<file path="src/rtl/adpor_seq.sv">
// adpor_seq: all-digital power-on-reset sequencer with brown-out detect and staggered domain release
// Ports: clk, rst_n (async active-low), sw_rst_req (sync re-sequence request),
//        rst_n_out[NUM_DOMAINS] (active-low domain resets, bit 0 first), sig_ok, por_event, busy
module adpor_seq #(
  parameter int LENGTH      = 16,
  parameter int NUM_CHAINS  = 4,
  parameter int NUM_DOMAINS = 3,
  parameter int HOLD_CYCLES = 8,
  parameter int STAGE_GAP   = 4
) (
  input  logic                   clk,
  input  logic                   rst_n,
  input  logic                   sw_rst_req,
  output logic [NUM_DOMAINS-1:0] rst_n_out,
  output logic                   sig_ok,
  output logic                   por_event,
  output logic                   busy
);
  localparam int MAXC = HOLD_CYCLES > STAGE_GAP ? HOLD_CYCLES : STAGE_GAP;
  localparam int CW   = $clog2(MAXC) + 1;
  localparam int IW   = $clog2(NUM_DOMAINS + 1);
  typedef enum logic [2:0] {WAIT_SIG = 3'd0, HOLD = 3'd1, RELEASE = 3'd2, RUN = 3'd3} state_e;
  state_e                            state_q;
  logic   [CW-1:0]                   cnt_q;
  logic   [IW-1:0]                   idx_q;
  logic   [NUM_CHAINS-1:0][LENGTH-1:0] chain_q;
  // Chains are deliberately un-reset: their contents after power loss are what reveal the brown-out.
  always_ff @(posedge clk)
    for (int c = 0; c < NUM_CHAINS; c++) chain_q[c] <= {c % 2 == 0, chain_q[c][LENGTH-1:1]};
  always_comb begin
    sig_ok = 1'b1;
    for (int c = 0; c < NUM_CHAINS; c++)
      if (chain_q[c] != (c % 2 == 0 ? {LENGTH{1'b1}} : {LENGTH{1'b0}})) sig_ok = 1'b0;
  end
  always_ff @(posedge clk or negedge rst_n)
    if (!rst_n) begin
      state_q   <= WAIT_SIG;
      cnt_q     <= '0;
      idx_q     <= '0;
      rst_n_out <= '0;
      por_event <= 1'b0;
      busy      <= 1'b1;
    end else begin
      por_event <= 1'b0;
      case (state_q)
        WAIT_SIG: begin
          rst_n_out <= '0;
          busy      <= 1'b1;
          if (sig_ok) begin
            state_q <= HOLD;
            cnt_q   <= '0;
          end
        end
        HOLD, RELEASE, RUN:
          // A lost signature beats a software request so the brown-out is always flagged.
          if (!sig_ok || sw_rst_req) begin
            state_q   <= WAIT_SIG;
            rst_n_out <= '0;
            cnt_q     <= '0;
            idx_q     <= '0;
            busy      <= 1'b1;
            por_event <= !sig_ok;
          end else if (state_q == HOLD) begin
            if (cnt_q == CW'(HOLD_CYCLES - 1)) begin
              rst_n_out[0] <= 1'b1;
              idx_q        <= IW'(1);
              cnt_q        <= '0;
              state_q      <= NUM_DOMAINS == 1 ? RUN : RELEASE;
              busy         <= 1'(NUM_DOMAINS != 1);
            end else cnt_q <= cnt_q + CW'(1);
          end else if (state_q == RELEASE) begin
            if (cnt_q == CW'(STAGE_GAP - 1)) begin
              rst_n_out[idx_q] <= 1'b1;
              idx_q            <= idx_q + IW'(1);
              cnt_q            <= '0;
              if (idx_q == IW'(NUM_DOMAINS - 1)) begin
                state_q <= RUN;
                busy    <= 1'b0;
              end
            end else cnt_q <= cnt_q + CW'(1);
          end
        default: begin
          state_q   <= WAIT_SIG;
          rst_n_out <= '0;
          cnt_q     <= '0;
          idx_q     <= '0;
          busy      <= 1'b1;
        end
      endcase
    end
endmodule
</file>
<file path="config.mk">
export PLATFORM = sky130hd
export DESIGN_NAME = adpor_seq
export DESIGN_NICKNAME = d
export VERILOG_FILES = /design/src/rtl/adpor_seq.sv
export SDC_FILE = /design/constraint.sdc
export NUM_CORES = 1
export LEC_CHECK = 0
export ABC_AREA = 1
export ABC_CLOCK_PERIOD_IN_PS = 1830
export CELL_PAD_IN_SITES_DETAIL_PLACEMENT = 0
export CELL_PAD_IN_SITES_GLOBAL_PLACEMENT = 1
export CORE_MARGIN = 4
export CORE_UTILIZATION = 44
export CTS_BUF_LIST = sky130_fd_sc_hd__clkbuf_8
export DETAILED_ROUTE_END_ITERATION = 10
export PLACE_DENSITY_LB_ADDON = 0.08
export SLEW_MARGIN = 25
export SYNTH_ARGS = -nofsm -noshare
export SYNTH_HDL_FRONTEND = slang
export SYNTH_SLANG_ARGS = --single-unit
</file>
<file path="constraint.sdc">
create_clock -name clk -period 1.83 [get_ports clk]
set_input_delay 0.2745 -clock clk [delete_from_list [all_inputs] [get_ports clk]]
set_output_delay 0.2745 -clock clk [all_outputs]
set_load 0.005 [all_outputs]
</file>
==> results.md, run 1 <==
- Dividing total power by cell area gives a power density of ~1500 nW/um2.
- The number of core rows is 14.
- Per report_power, the clock group accounts for approximately a quarter of the total.
- The yosys synthesis warning count is 0.
- Ranked by total cell area, the synthesized netlist is headed by sky130_fd_sc_hd__dfrtp_1 (37%), sky130_fd_sc_hd__nand2_1 (16%), sky130_fd_sc_hd__ha_1 (6.8%).
- The floorplan step set the die width to 48.9 um.
- The region available for standard cell placement spans 1540 um2.
- The worst setup path is captured at an output port.
- The count of buffers added by post-CTS timing repair for setup is 0.
- The largest total area in the synthesized netlist belongs to sky130_fd_sc_hd__dfrtp_1.
- The routed length per instance is 11.7 um.
- Max-cap violations in this run came to 0.
- The category of the critical setup timing path is register to output port.
- The initial antenna violation count is 0.
- The die is 48.9 um tall.
- The largest net degree at the start of global routing is 13.
- Detailed placement ended at an HPWL of 1130 um.
- STA puts the critical path data arrival time at 1.26 ns.
- The critical path goes through clkdlybuf4s50_1.
- The synthesized netlist contains 19 unique library cells.
- The switching component of the power is 0.000495 W.
- At the pin with the least slew margin, the transition time is 0.578 ns.
- The internal power of the cells totals 0.000753 W.
- The routability congestion estimate from global placement is between 0.8 and 0.9.
- The count of hold buffers inserted by post-cts repair is 0.
- The largest stage delay on the critical path is 0.53 ns.
- The final design instance area without fill is approximately 860 um2.
- The final instance count without filler cells is ~120.
- The die footprint is 2390 um2.
- The clock transition at the registers of the reported paths is ~0.06 ns.
- Detailed routing inserted a total of 605 vias.
- Summing the sequential cell areas from Yosys gives 40.9% of the chip area.
- For this design the static power due to leakage is 0.439 nW.
- The final period demand of the worst path is ~1.5 ns.
- The buffer depth of the longest clock path is 2.
- The setup TNS is 0 ns.
- The part of the cycle the worst path needs is 84.0%.
- For this run, the top clock speed supported by timing is 651 MHz.
- The ratio of cells with drive above 1 in the final layout is 12.1%.
- The wire length reported by the detailed router is 1440 um.
- The root buffer cell is sky130_fd_sc_hd__clkbuf_8.
- Tracing the worst setup path back leads to its startpoint at busy.
- In this run the critical register-to-register path is launched from cnt_q[0].
- Measured in cells, the most critical reg-to-reg path has a length of 6.
- The initial core utilization is 47.8%.
- The iteration-0 DRC count of the detailed router is 15.
- The I/O pin count is 9.
- In this run switching power makes up 39.7% of total power.
- The maximum net fanout on the critical path is 2.
- For this run, design rule violations remaining after detail routing come to 0.
- After detailed routing, the number of vias per cell comes to 4.92.
- The peak supply drop is 0.000954 V.
- The number of buffers and inverters on the critical path is 1.
- STA classifies the critical path startpoint as a register.
- The number of antenna diodes in the final layout is 0.
- The signed area change from the synthesized netlist to the final layout is 16.3%.
- The CTS tree is yes.
- Setup violations remaining at the end of the flow were counted as 0.
- The synthesized area is 737 um2.
- On the critical path, the stage with the largest delay is an instance of sky130_fd_sc_hd__dfstp_2.
- The number of hold violations in the final report came to 0.
- The clock arrives with 0.00138 ns of skew.
- The top cell type by area accounts for 37.4% of the synthesized area.
- The cell family contributing the most delay on the critical path is flip-flops.
- In this run, flip-flops and latches consume 35.4% of the power.
- The number of cells upsized or downsized after cts is 0.
- The total clock sinks is 12.
- The worst slew margin relative to its limit is 61.4%.
- The flow ran to the end, and the final reports show no timing, DRC or antenna violations.
- The number of synthesized register bits is 12.
- At the worst endpoint, the required time is 1.56 ns.
- A synthesized cell averages 7.44 um2.
- The total overflow left after global routing is 0.
- Setup repair after global routing left no endpoint under its margin.
- The number of max-slew violations in the final report was 0.
- The worst hold-check path type is input port to async pin.
- The synthesized netlist net count is 106.
- Synthesis produced 99 cells.
- After detailed placement, the total cell area comes to 802 um2.
- The global router's overall resource usage is 14.2%.
- The latest clock arrival within the worst-skew pair is about 0.24 ns.
- The number of buffers created by CTS is 3.
- For this run, the detailed router's first-pass iteration total came to 4.
- The net count reported at finish is 115.
- The deepest level of the CTS H-tree is 1.
- In this run the tool buffered the top-level ports with 6 buffer cells.
- The first global-routing pass estimated ~2700 um of wire.
- The via count of the first global-routing pass came to roughly 610.
- Per report_power, the combinational group accounts for between 40% and 50% of the total.
- Once detail routing completed, the nets flagged for antenna violations numbered 0.
- The number of placed cells counting well taps is approximately 120.
- The total number of cells along the worst setup path is 1.
-- power by group through the flow --
stage	Combinational [W]	Sequential, W	Clock [W]
finish	0.000510	0.000441	0.000296
global route	0.000606	0.000459	0.000318
CTS	0.000518	0.000443	0.000303
detailed placement	0.000513	0.000447	0
global placement	0.000521	0.000445	0
floorplan	0.000379	0.000431	0
-- per-stage QoR --
stage	setup WS [ns]	power, W	hold slack (ns)	utilization (%)
finish	0.293	0.00125	0.401	55.6
global route	0.262	0.00138	0.449	55.6
CTS	0.283	0.00126	0.424	55.6
detailed placement	0.277	0.000960	0.456	52.0
global placement	0.265	0.000967	0.453	52.0
floorplan	0.665	0.000810	-0.0211	-
-- metal layers --
layer | vias up | GRT usage, % | share of wire, %
met5 | - | 0 | 0
met3 | 4 | 3.06 | 3.5
li1 | 323 | - | -
met4 | 0 | 6.73 | 2.2
met1 | 267 | 19.5 | 48
met2 | 11 | 20.9 | 46
-- synthesized netlist by cell type --
cell type	count
sky130_fd_sc_hd__dfrtp_1	11
sky130_fd_sc_hd__nand3_1	10
sky130_fd_sc_hd__o21ai_0	1
sky130_fd_sc_hd__nand4_1	4
sky130_fd_sc_hd__o21ai_1	1
sky130_fd_sc_hd__nand2_1	32
sky130_fd_sc_hd__nor3_1	1
sky130_fd_sc_hd__conb_1	2
sky130_fd_sc_hd__inv_1	11
sky130_fd_sc_hd__nor2_1	7
sky130_fd_sc_hd__nor2_4	1
sky130_fd_sc_hd__nand2_2	1
sky130_fd_sc_hd__dfstp_2	1
sky130_fd_sc_hd__inv_2	2
sky130_fd_sc_hd__buf_4	2
sky130_fd_sc_hd__nand2_4	3
sky130_fd_sc_hd__nor2_2	1
sky130_fd_sc_hd__ha_1	4
sky130_fd_sc_hd__a21oi_1	4
-- flip-flops by register name, indices dropped and copies added, names as in the netlist --
name	count
busy	1
cnt_q	4
idx_q	2
rst_n_out	3
state_q	2
-- area by class of cell --
cell class	instances	area, um2
fillers	150	684
repair buffers	6	60.1
well taps	16	20.0
inverters	13	48.8
flip-flops and latches	12	302
clock buffers	4	55.1
multi-input cells	72	372
-- worst paths after layout --
path                                    to  slack [ns]
worst min register to register        busy        0.46
max in group asynchronous         idx_q[1]        1.05
worst min-delay path              cnt_q[2]        0.40
min in group clk                      busy        0.46
worst max register to register  state_q[0]        0.50
worst max-delay path                  busy        0.29
-- layout by cell type, fill, tap and decap left out --
cell type,n
sky130_fd_sc_hd__nand2_1,32
sky130_fd_sc_hd__inv_2,2
sky130_fd_sc_hd__nand2_2,1
sky130_fd_sc_hd__inv_1,11
sky130_fd_sc_hd__dfrtp_1,11
sky130_fd_sc_hd__nand3_1,10
sky130_fd_sc_hd__nor2_1,7
sky130_fd_sc_hd__nor2_2,1
sky130_fd_sc_hd__dfstp_2,1
sky130_fd_sc_hd__clkdlybuf4s50_1,6
sky130_fd_sc_hd__o21ai_1,1
sky130_fd_sc_hd__conb_1,2
sky130_fd_sc_hd__o21ai_0,1
sky130_fd_sc_hd__nor3_1,1
sky130_fd_sc_hd__a21oi_1,4
sky130_fd_sc_hd__nor2_4,1
sky130_fd_sc_hd__ha_1,4
sky130_fd_sc_hd__nand4_1,4
sky130_fd_sc_hd__clkbuf_8,4
sky130_fd_sc_hd__nand2_4,3
-- cells by family (layout without fill, tap and decap cells) --
group	Yosys count	in the layout	synth area share, %
other	2	2	1.02
and+or+nand+nor	60	60	38.5
buffers and inverters	15	23	8.66
adders and majority gates	4	4	6.79
DFF	12	12	40.9
AOI/OAI and AO/OA	6	6	4.07
Note: power is estimated with default switching activity, not from simulation.
==> inputs of run 2 (changes only) <==
--- a/config.mk
+++ b/config.mk
@@ -6,11 +6,11 @@
 export NUM_CORES = 1
 export LEC_CHECK = 0
 export ABC_AREA = 1
-export ABC_CLOCK_PERIOD_IN_PS = 1830
+export ABC_CLOCK_PERIOD_IN_PS = 1200
 export CELL_PAD_IN_SITES_DETAIL_PLACEMENT = 0
 export CELL_PAD_IN_SITES_GLOBAL_PLACEMENT = 1
 export CORE_MARGIN = 4
-export CORE_UTILIZATION = 44
+export CORE_UTILIZATION = 37
 export CTS_BUF_LIST = sky130_fd_sc_hd__clkbuf_8
 export DETAILED_ROUTE_END_ITERATION = 10
 export PLACE_DENSITY_LB_ADDON = 0.08
==> constraint.sdc (replaced) <==
create_clock -name clk -period 1.2 [get_ports clk]
set_input_delay 0.18 -clock clk [delete_from_list [all_inputs] [get_ports clk]]
set_output_delay 0.18 -clock clk [all_outputs]
set_load 0.005 [all_outputs]
==> run 2 against run 1 <==
Against the previous run:
- global-route usage is 0.86 points higher
- via count is 11% higher
- hold slack worse by 0.23 ns
- sequential power is 52% higher
- setup slack worse by 0.26 ns
- die area is 16% higher
- routed wire length is 14% higher
- flip-flop and latch count stayed put
==> results.md, run 2 (synthesized netlist as in run 1, its figures left out) <==
- The number of placed cells counting well taps is 142 (+19%).
- The average vias per placed instance is 4.55 (-7.5%).
- The HPWL after detailed placement came to 1230 um (+9.0%).
- The net count reported at finish was 130 (+13%).
- The startpoint of the worst register-to-register path is cnt_q[1].
- The leakage dissipation was 0.528 nW (+20%).
- The via count of the first global-routing pass is 674 (+11%).
- The total clock sinks is 12 (unchanged).
- The number of antenna cells inserted came to 0 (unchanged).
- The post-route worst hold slack is 0.167 ns (-0.234 ns).
- The worst register-to-register path ends at state_q[0].
- The count of filler cells inserted in the layout is 184 (+23%).
- The deepest level of the CTS H-tree is 1 (unchanged).
- The die footprint was 2770 um2 (+16%).
- The post-route clock skew is 0.00494 ns (+0.00355 ns).
- The utilization of the core after routing is 57.1% (+1.5 points).
- The signed area change from the synthesized netlist to the final layout is 39.6%.
- The count of buffer and inverter cells on the critical path is 1 (unchanged).
- The clock transition at the registers of the reported paths is 0.06 ns (about the same).
- After layout, the worst path uses 97.3% of the clock period.
- The signal arrival time at the worst endpoint is 0.99 ns (-0.27 ns).
- The top cell types in the final layout, fill and taps aside, are sky130_fd_sc_hd__nand2_1 (28), sky130_fd_sc_hd__buf_4 (15), sky130_fd_sc_hd__inv_1 (12).
- The vertical extent of the die was 52.6 um (+7.6%).
- The area of the multi-input gates is 429 um2 (+15%).
- The final period demand of the worst path is between 1 and 1.5 ns.
- The routability congestion estimate from global placement is 0.801 (-0.74%).
- The horizontal die dimension is 52.6 um (+7.6%).
- The final setup violation count is 0 (unchanged).
- The core area was 1800 um2 (+17%).
- The number of nets still failing antenna checks after routing is 0 (unchanged).
- The number of buffers created by CTS came to 3 (unchanged).
- The largest net degree at the start of global routing is 9 (-4).
- STA classifies the critical path startpoint as a register.
- Walking the worst path, the cells encountered are dlygate4sd2_1.
- The top register by number of flip-flops is cnt_q.
- The remaining global-route overflow is 0 (unchanged).
- Among all stages on the critical path, the largest delay is contributed by sky130_fd_sc_hd__dfstp_2.
- The required arrival time at the worst endpoint was 1.02 ns (-0.54 ns).
- The detailed-routing iteration count for the pre-antenna-repair pass is 4 (unchanged).
- The wire length reported by the detailed router is 1650 um (+14%).
- The largest registers in the layout are cnt_q x4, rst_n_out x3.
- The maximum net fanout on the critical path came to 2 (unchanged).
- The I/O pin count is 9 (unchanged).
- The max-capacitance violation count is 0 (unchanged).
- Grouping stages by cell kind, the critical path spends the most delay in flip-flops.
- The number of core rows is 15 (+1).
- The number of cells on the worst reg-to-reg path is 6 (unchanged).
- The routed length per instance is 11.2 um (-4.5%).
- The peak supply drop is 0.00120 V (+25%).
- The CTS tree is yes.
- The tightest min-delay check is of the input port to async pin type.
- The final instance count without filler cells is 147 (+20%).
- The initial core utilization is 40.9% (-6.9 points).
- The most common cell after layout, fill and taps aside is sky130_fd_sc_hd__nand2_1.
- The latest clock arrival within the worst-skew pair was 0.25 ns (about the same).
- The global router's overall resource usage is 15.0% (+0.86 points).
- The power density normalized to cell area is 2050 nW/um2 (+41%).
- The launch point of the worst path is busy.
- The storage element area is 304 um2 (+0.83%).
- The via count was 669 (+11%).
- The wire length of the first global-routing pass is 2930 um (+7.9%).
- The ratio of cells with drive above 1 in the final layout is 32.0% (+20 points).
- The number of flip-flops under the largest register name is 4 (unchanged).
- The initial antenna violation count is 0 (unchanged).
- The flow ran to the end, and the final reports show no timing, DRC or antenna violations.
- The setup slack on the worst flop-to-flop path was 0.06 ns (-0.44 ns).
- The setup TNS is 0 ns (unchanged).
- The root buffer cell is sky130_fd_sc_hd__clkbuf_8.
- The count of port buffers added during placement came to 6 (unchanged).
- The worst setup path is captured at an output port.
- The number of max-slew violations in the final report is 0 (unchanged).
- The number of hold violations in the final report was 0 (unchanged).
- The largest stage delay on the critical path is 0.52 ns (about the same).
- For this run, the top clock speed supported by timing is 856 MHz.
- The buffer depth of the longest clock path is 2 (unchanged).
- The category of the critical setup timing path is register to output port.
- The detailed-route DRC error count is 0 (unchanged).
- The iteration-0 DRC count of the detailed router was 9 (-6).
## run 2: cell types whose count changed in the layout (fill, tap and decap cells not counted), sizes merged
cell,before,now
buf,0,15
clkbuf,4,3
clkdlybuf4s50,6,2
dlygate4sd2,0,4
inv,13,14
## run 2: power by group
group	internal, W	leakage, nW	switching [W]
Combinational	0.000474	0.347	0.000579
Sequential	0.000551	0.154	0.000119
Clock	0.000226	0.0269	0.000156
Total	0.00125	0.528	0.000854
## run 2: area by class of cell
type / instances / area share (%)
Tap cell: 25 / 3.04
Inverter: 13 / 4.99
Multi-Input combinational cell: 72 / 41.7
Clock inverter: 1 / 0.365
Clock buffer: 3 / 4.01
Sequential cell: 12 / 29.6
Timing Repair Buffer: 21 / 16.3
## run 2: worst max path at each step
stage / to / cells after the start
2_1_floorplan: state_q[1] / 5
3_3_place_gp: idx_q[0] / 7
3_5_place_dp: idx_q[0] / 7
4_1_cts: state_q[1] / 5
5_1_grt: idx_q[0] / 6
6_report: busy / 1
## run 2: through the flow
step	area (um2)	worst slack (ns)	total power, W
after global placement	918	-0.128	0.00163
after global routing	1030	-0.0267	0.00232
after detailed placement	918	-0.141	0.00163
after floorplan	737	0.0353	0.00124
final	1030	0.0318	0.00211
after CTS	966	0.00910	0.00202
## run 2: what timing repair did
action,4_1_cts,5_1_grt
setup buffers,1,0
resized for setup,4,17
hold buffers,0,0
hold endpoints to repair,0,0
setup endpoints to repair,4,10
pin swaps,0,4
## run 2: routing by layer
layer	vias up	track usage, %	wire length (um)
li1	354	-	-
met1	299	19.4	800
met2	11	21.9	724
met3	5	3.42	68
met4	0	10.2	51
met5	-	0	0
==> inputs of run 3 (changes only) <==
--- a/config.mk
+++ b/config.mk
@@ -5,12 +5,12 @@
 export SDC_FILE = /design/constraint.sdc
 export NUM_CORES = 1
 export LEC_CHECK = 0
-export ABC_AREA = 1
 export ABC_CLOCK_PERIOD_IN_PS = 1200
+export CAP_MARGIN = 40
 export CELL_PAD_IN_SITES_DETAIL_PLACEMENT = 0
 export CELL_PAD_IN_SITES_GLOBAL_PLACEMENT = 1
-export CORE_MARGIN = 4
-export CORE_UTILIZATION = 37
+export CORE_MARGIN = 5
+export CORE_UTILIZATION = 38
 export CTS_BUF_LIST = sky130_fd_sc_hd__clkbuf_8
 export DETAILED_ROUTE_END_ITERATION = 10
 export PLACE_DENSITY_LB_ADDON = 0.08
==> run 3 against run 2 <==
Against the previous run:
- the flow now finishes with violations (setup timing)
- clock skew hardly changed
- sequential power fell by 32%
- die area up 3.1%
- global-route usage decreased by 0.33 points
- clock-buffer cell count did not move
- setup slack worse by 0.20 ns
- maximum frequency decreased by 14%
- synthesized cell count fell by 21%
- synthesized area down 2.7%
- largest power group is now sequential cells
==> results.md, run 3 <==
- The run finished, with violations left.
- The final reports fail on setup timing.
- The routed length per instance was 13.6 um (+22%).
- In the layout the commonest cells are sky130_fd_sc_hd__buf_4 (19), sky130_fd_sc_hd__nor2_1 (8), sky130_fd_sc_hd__dfrtp_1 (8).
- The number of hold violations in the final report came to 0 (unchanged).
- The cell taking the most area after synthesis is sky130_fd_sc_hd__dfrtp_1.
- The remaining global-route overflow is 0 (unchanged).
- The number of max-slew violations in the final report came to 0 (unchanged).
- The fraction of registers with async set/reset is 100% (unchanged).
- The latest clock arrival within the worst-skew pair is 0.24 ns (about the same).
- Among all flip-flop cells after synthesis, the most frequent one is sky130_fd_sc_hd__dfrtp_1.
- The required arrival time at the worst endpoint is 1.31 ns (+0.29 ns).
- The maximum net fanout on the critical path came to 6 (+4).
- The iteration-0 DRC count of the detailed router came to 8 (-1).
- The signal arrival time at the worst endpoint is 1.47 ns (+0.48 ns).
- The tightest min-delay check is of the input port to async pin type.
- The synthesized area is 717 um2 (-2.7%).
- The final setup violation count is 9 (+9).
- The horizontal die dimension came to 53.4 um (+1.5%).
- The power density normalized to cell area came to 1030 nW/um2 (-50%).
- In the final layout, the registers with the most flip-flops are cnt_q x4, rst_n_out x3.
- The initial core utilization came to 40.6% (-0.26 points).
- The detailed-routing iteration count for the pre-antenna-repair pass came to 4 (unchanged).
- The category of the critical setup timing path is register to register.
- The post-route clock skew is 0.00476 ns (-0.000175 ns).
- The root buffer cell chosen for the clock tree is sky130_fd_sc_hd__clkbuf_8.
- The number of antenna cells inserted is 0 (unchanged).
- The number of nets still failing antenna checks after routing came to 0 (unchanged).
- The detailed-route DRC error count is 0 (unchanged).
- The routability congestion estimate from global placement is 0.768 (-4.0%).
- The wire length reported by the detailed router is 1770 um (+7.7%).
- The number of enable flip-flop cells after synthesis came to 0 (unchanged).
- The die footprint is 2860 um2 (+3.1%).
- The part of the cycle the worst path needs was 114% (+16 points).
- The number of buffers created by CTS is 3 (unchanged).
- The most repeated cell in the gate-level netlist after synthesis is sky130_fd_sc_hd__dfrtp_1.
- The most common cell after layout, fill and taps aside is sky130_fd_sc_hd__buf_4.
- The yosys synthesis warning count was 0 (unchanged).
- The wire length of the first global-routing pass is 3010 um (+2.6%).
- The portion of the post-synthesis area used by sequential elements is 42.1% (+1.1 points).
- The final period demand of the worst path was 1.36 ns (+0.195 ns).
- The vertical extent of the die is 53.4 um (+1.5%).
- The count of filler cells inserted in the layout came to 158 (-14%).
- The final design instance area without fill was 1080 um2 (+4.7%).
- The core area is 1760 um2 (-2.1%).
- The sum of internal, switching and leakage power was 0.00111 W (-47%).
- The peak supply drop is 0.000743 V (-38%).
- The number of flip-flops under the largest register name was 4 (unchanged).
- The storage element area is 305 um2 (+0.41%).
- Setup repair after global routing could not meet its margin everywhere.
- The commonest cells after synthesis are sky130_fd_sc_hd__dfrtp_1 (11), sky130_fd_sc_hd__nor2_1 (9), sky130_fd_sc_hd__a21oi_1 (7).
- The net count reported at finish is 113 (-13%).
- The number of core rows is 15 (unchanged).
- The maximum achievable frequency was 734 MHz (-14%).
- The global router's overall resource usage is 14.7% (-0.33 points).
- The final instance count without filler cells was 130 (-12%).
- The synthesized area per cell is 9.19 um2 (+23%).
- The ratio of cells with drive above 1 in the final layout came to 45.7% (+14 points).
- The HPWL after detailed placement came to 1240 um (+1.0%).
- The via count of the first global-routing pass came to 668 (-0.89%).
- The met2 demand-to-capacity share in global routing is 23.7% (+1.8 points).
- The leakage dissipation is 0.479 nW (-9.3%).
- The met3 demand-to-capacity share in global routing was 2.54% (-0.88 points).
- The average vias per placed instance is 4.92 (+8.0%).
- The area of the multi-input gates was 445 um2 (+3.8%).
- The synthesized netlist net count is 85 (-20%).
- The placement-stage cell area came to 948 um2 (+3.3%).
- The count of hold buffers inserted by post-cts repair is 0 (unchanged).
- The share of the synthesized area in the top cell type is 38.4% (+1.0 points).
- The number of synthesized register bits is 12 (unchanged).
- The I/O pin count is 9 (unchanged).
- The final worst-path setup slack was -0.163 ns (-0.195 ns).
- The count of port buffers added during placement came to 6 (unchanged).
- The max-capacitance violation count came to 0 (unchanged).
- The worst setup timing slack at the placement stage was -0.242 ns (-0.101 ns).
- The initial antenna violation count is 0 (unchanged).
- The deepest level of the CTS H-tree was 1 (unchanged).
- The endpoint type of the worst setup path is a register.
- The total clock sinks is 12 (unchanged).
- Ranked by total cell area, the synthesized netlist is headed by sky130_fd_sc_hd__dfrtp_1 (38%), sky130_fd_sc_hd__ha_1 (7.0%), sky130_fd_sc_hd__a21oi_1 (4.9%).
- From synthesis to final layout, the design area changed by 50.3%.
- The largest net degree at the start of global routing is 9 (unchanged).
- In this run the most used layer during global routing was met2.
- The buffer depth of the longest clock path is 2 (unchanged).
- The cell count after synthesis is 78 (-21%).
- The number of placed cells counting well taps is 123 (-13%).
- The via count came to 639 (-4.5%).
- The critical path launch point type is a register.
- The clock transition at the registers of the reported paths is 0.05 ns (about the same).
- The unique cell type count in the Yosys netlist came to 28 (+9).
- The met1 track utilization from global routing is 19.0% (-0.44 points).
- Ranked by flip-flop count, first place goes to cnt_q.
- TritonCTS built the clock tree.
run 3: changes by cell type in the layout (fill, tap and decap cells not counted), moves of 3 or more:
cell | before | now
sky130_fd_sc_hd__nand2_1 | 28 | 5
sky130_fd_sc_hd__a21oi_2 | 0 | 4
sky130_fd_sc_hd__inv_1 | 12 | 5
sky130_fd_sc_hd__buf_4 | 15 | 19
sky130_fd_sc_hd__nor2_1 | 4 | 8
sky130_fd_sc_hd__nand4_1 | 4 | 0
sky130_fd_sc_hd__nand2_2 | 4 | 1
sky130_fd_sc_hd__nand3_1 | 8 | 3
sky130_fd_sc_hd__buf_6 | 0 | 3
sky130_fd_sc_hd__nand2_4 | 4 | 0
run 3: logic make-up after synthesis:
kind of cell	count (synthesis)	synth area share, %
flops	12	42.1
buf+inv	10	7.16
simple gates	27	21.8
compound gates	21	18.2
fa+ha+maj	5	8.38
mux	1	1.40
other cells	2	1.05
run 3: through the flow:
step	TNS (ns)	utilization [%]	hold slack (ns)
6_report	-0.648	61.1	0.205
5_1_grt	-1.48	61.1	0.240
4_1_cts	-0.530	59.2	0.218
3_5_place_dp	-1.08	53.8	0.449
3_3_place_gp	-0.904	53.8	0.445
2_1_floorplan	-0.0348	-	-0.116
run 3: repair_timing:
item                                    in CTS  in global routing
setup buffers                                2                  1
gates resized for setup                     18                  7
endpoints found under the hold margin        0                  0
pin swaps                                    9                  7
endpoints found under the setup margin      14                 12
run 3: critical path, cell delays in order (launching register included):
cell	delay [ns]
sky130_fd_sc_hd__dfrtp_1	0.40
sky130_fd_sc_hd__ha_4	0.19
sky130_fd_sc_hd__nor2b_2	0.17
sky130_fd_sc_hd__a21oi_1	0.15
sky130_fd_sc_hd__a2bb2oi_1	0.20
sky130_fd_sc_hd__o22ai_1	0.12
run 3: layout make-up:
cell class	instances	share of cell area [%]
inverter	5	1.74
sequential	12	28.3
timing repair buffer	28	21.5
clock inverter	1	0.348
multi-input combinational	56	41.3
tap	25	2.90
clock buffer	3	3.83
run 3: path summary, 6_finish.rpt:
check                           depth (start not counted)  slack [ns]    endpoint  startpoint
worst max-delay path                                    5       -0.16  state_q[0]    cnt_q[1]
worst min-delay path                                    1        0.21    cnt_q[2]       rst_n
worst max register to register                          5       -0.16  state_q[0]    cnt_q[1]
worst min register to register                          2        0.46        busy        busy
max in group asynchronous                               2        0.58  state_q[0]       rst_n
min in group clk                                        2        0.46        busy        busy
run 3: power by group:
part	switching [W]	internal (W)
combinational	0.000135	0.000151
clock	0.000146	0.000225
sequential	0.0000240	0.000430
run 3: metal layers:
layer	share of wire, %	vias to the layer above
met5	0	-
met4	0.45	0
met3	4.7	2
met2	46	19
met1	49	297
li1	-	321
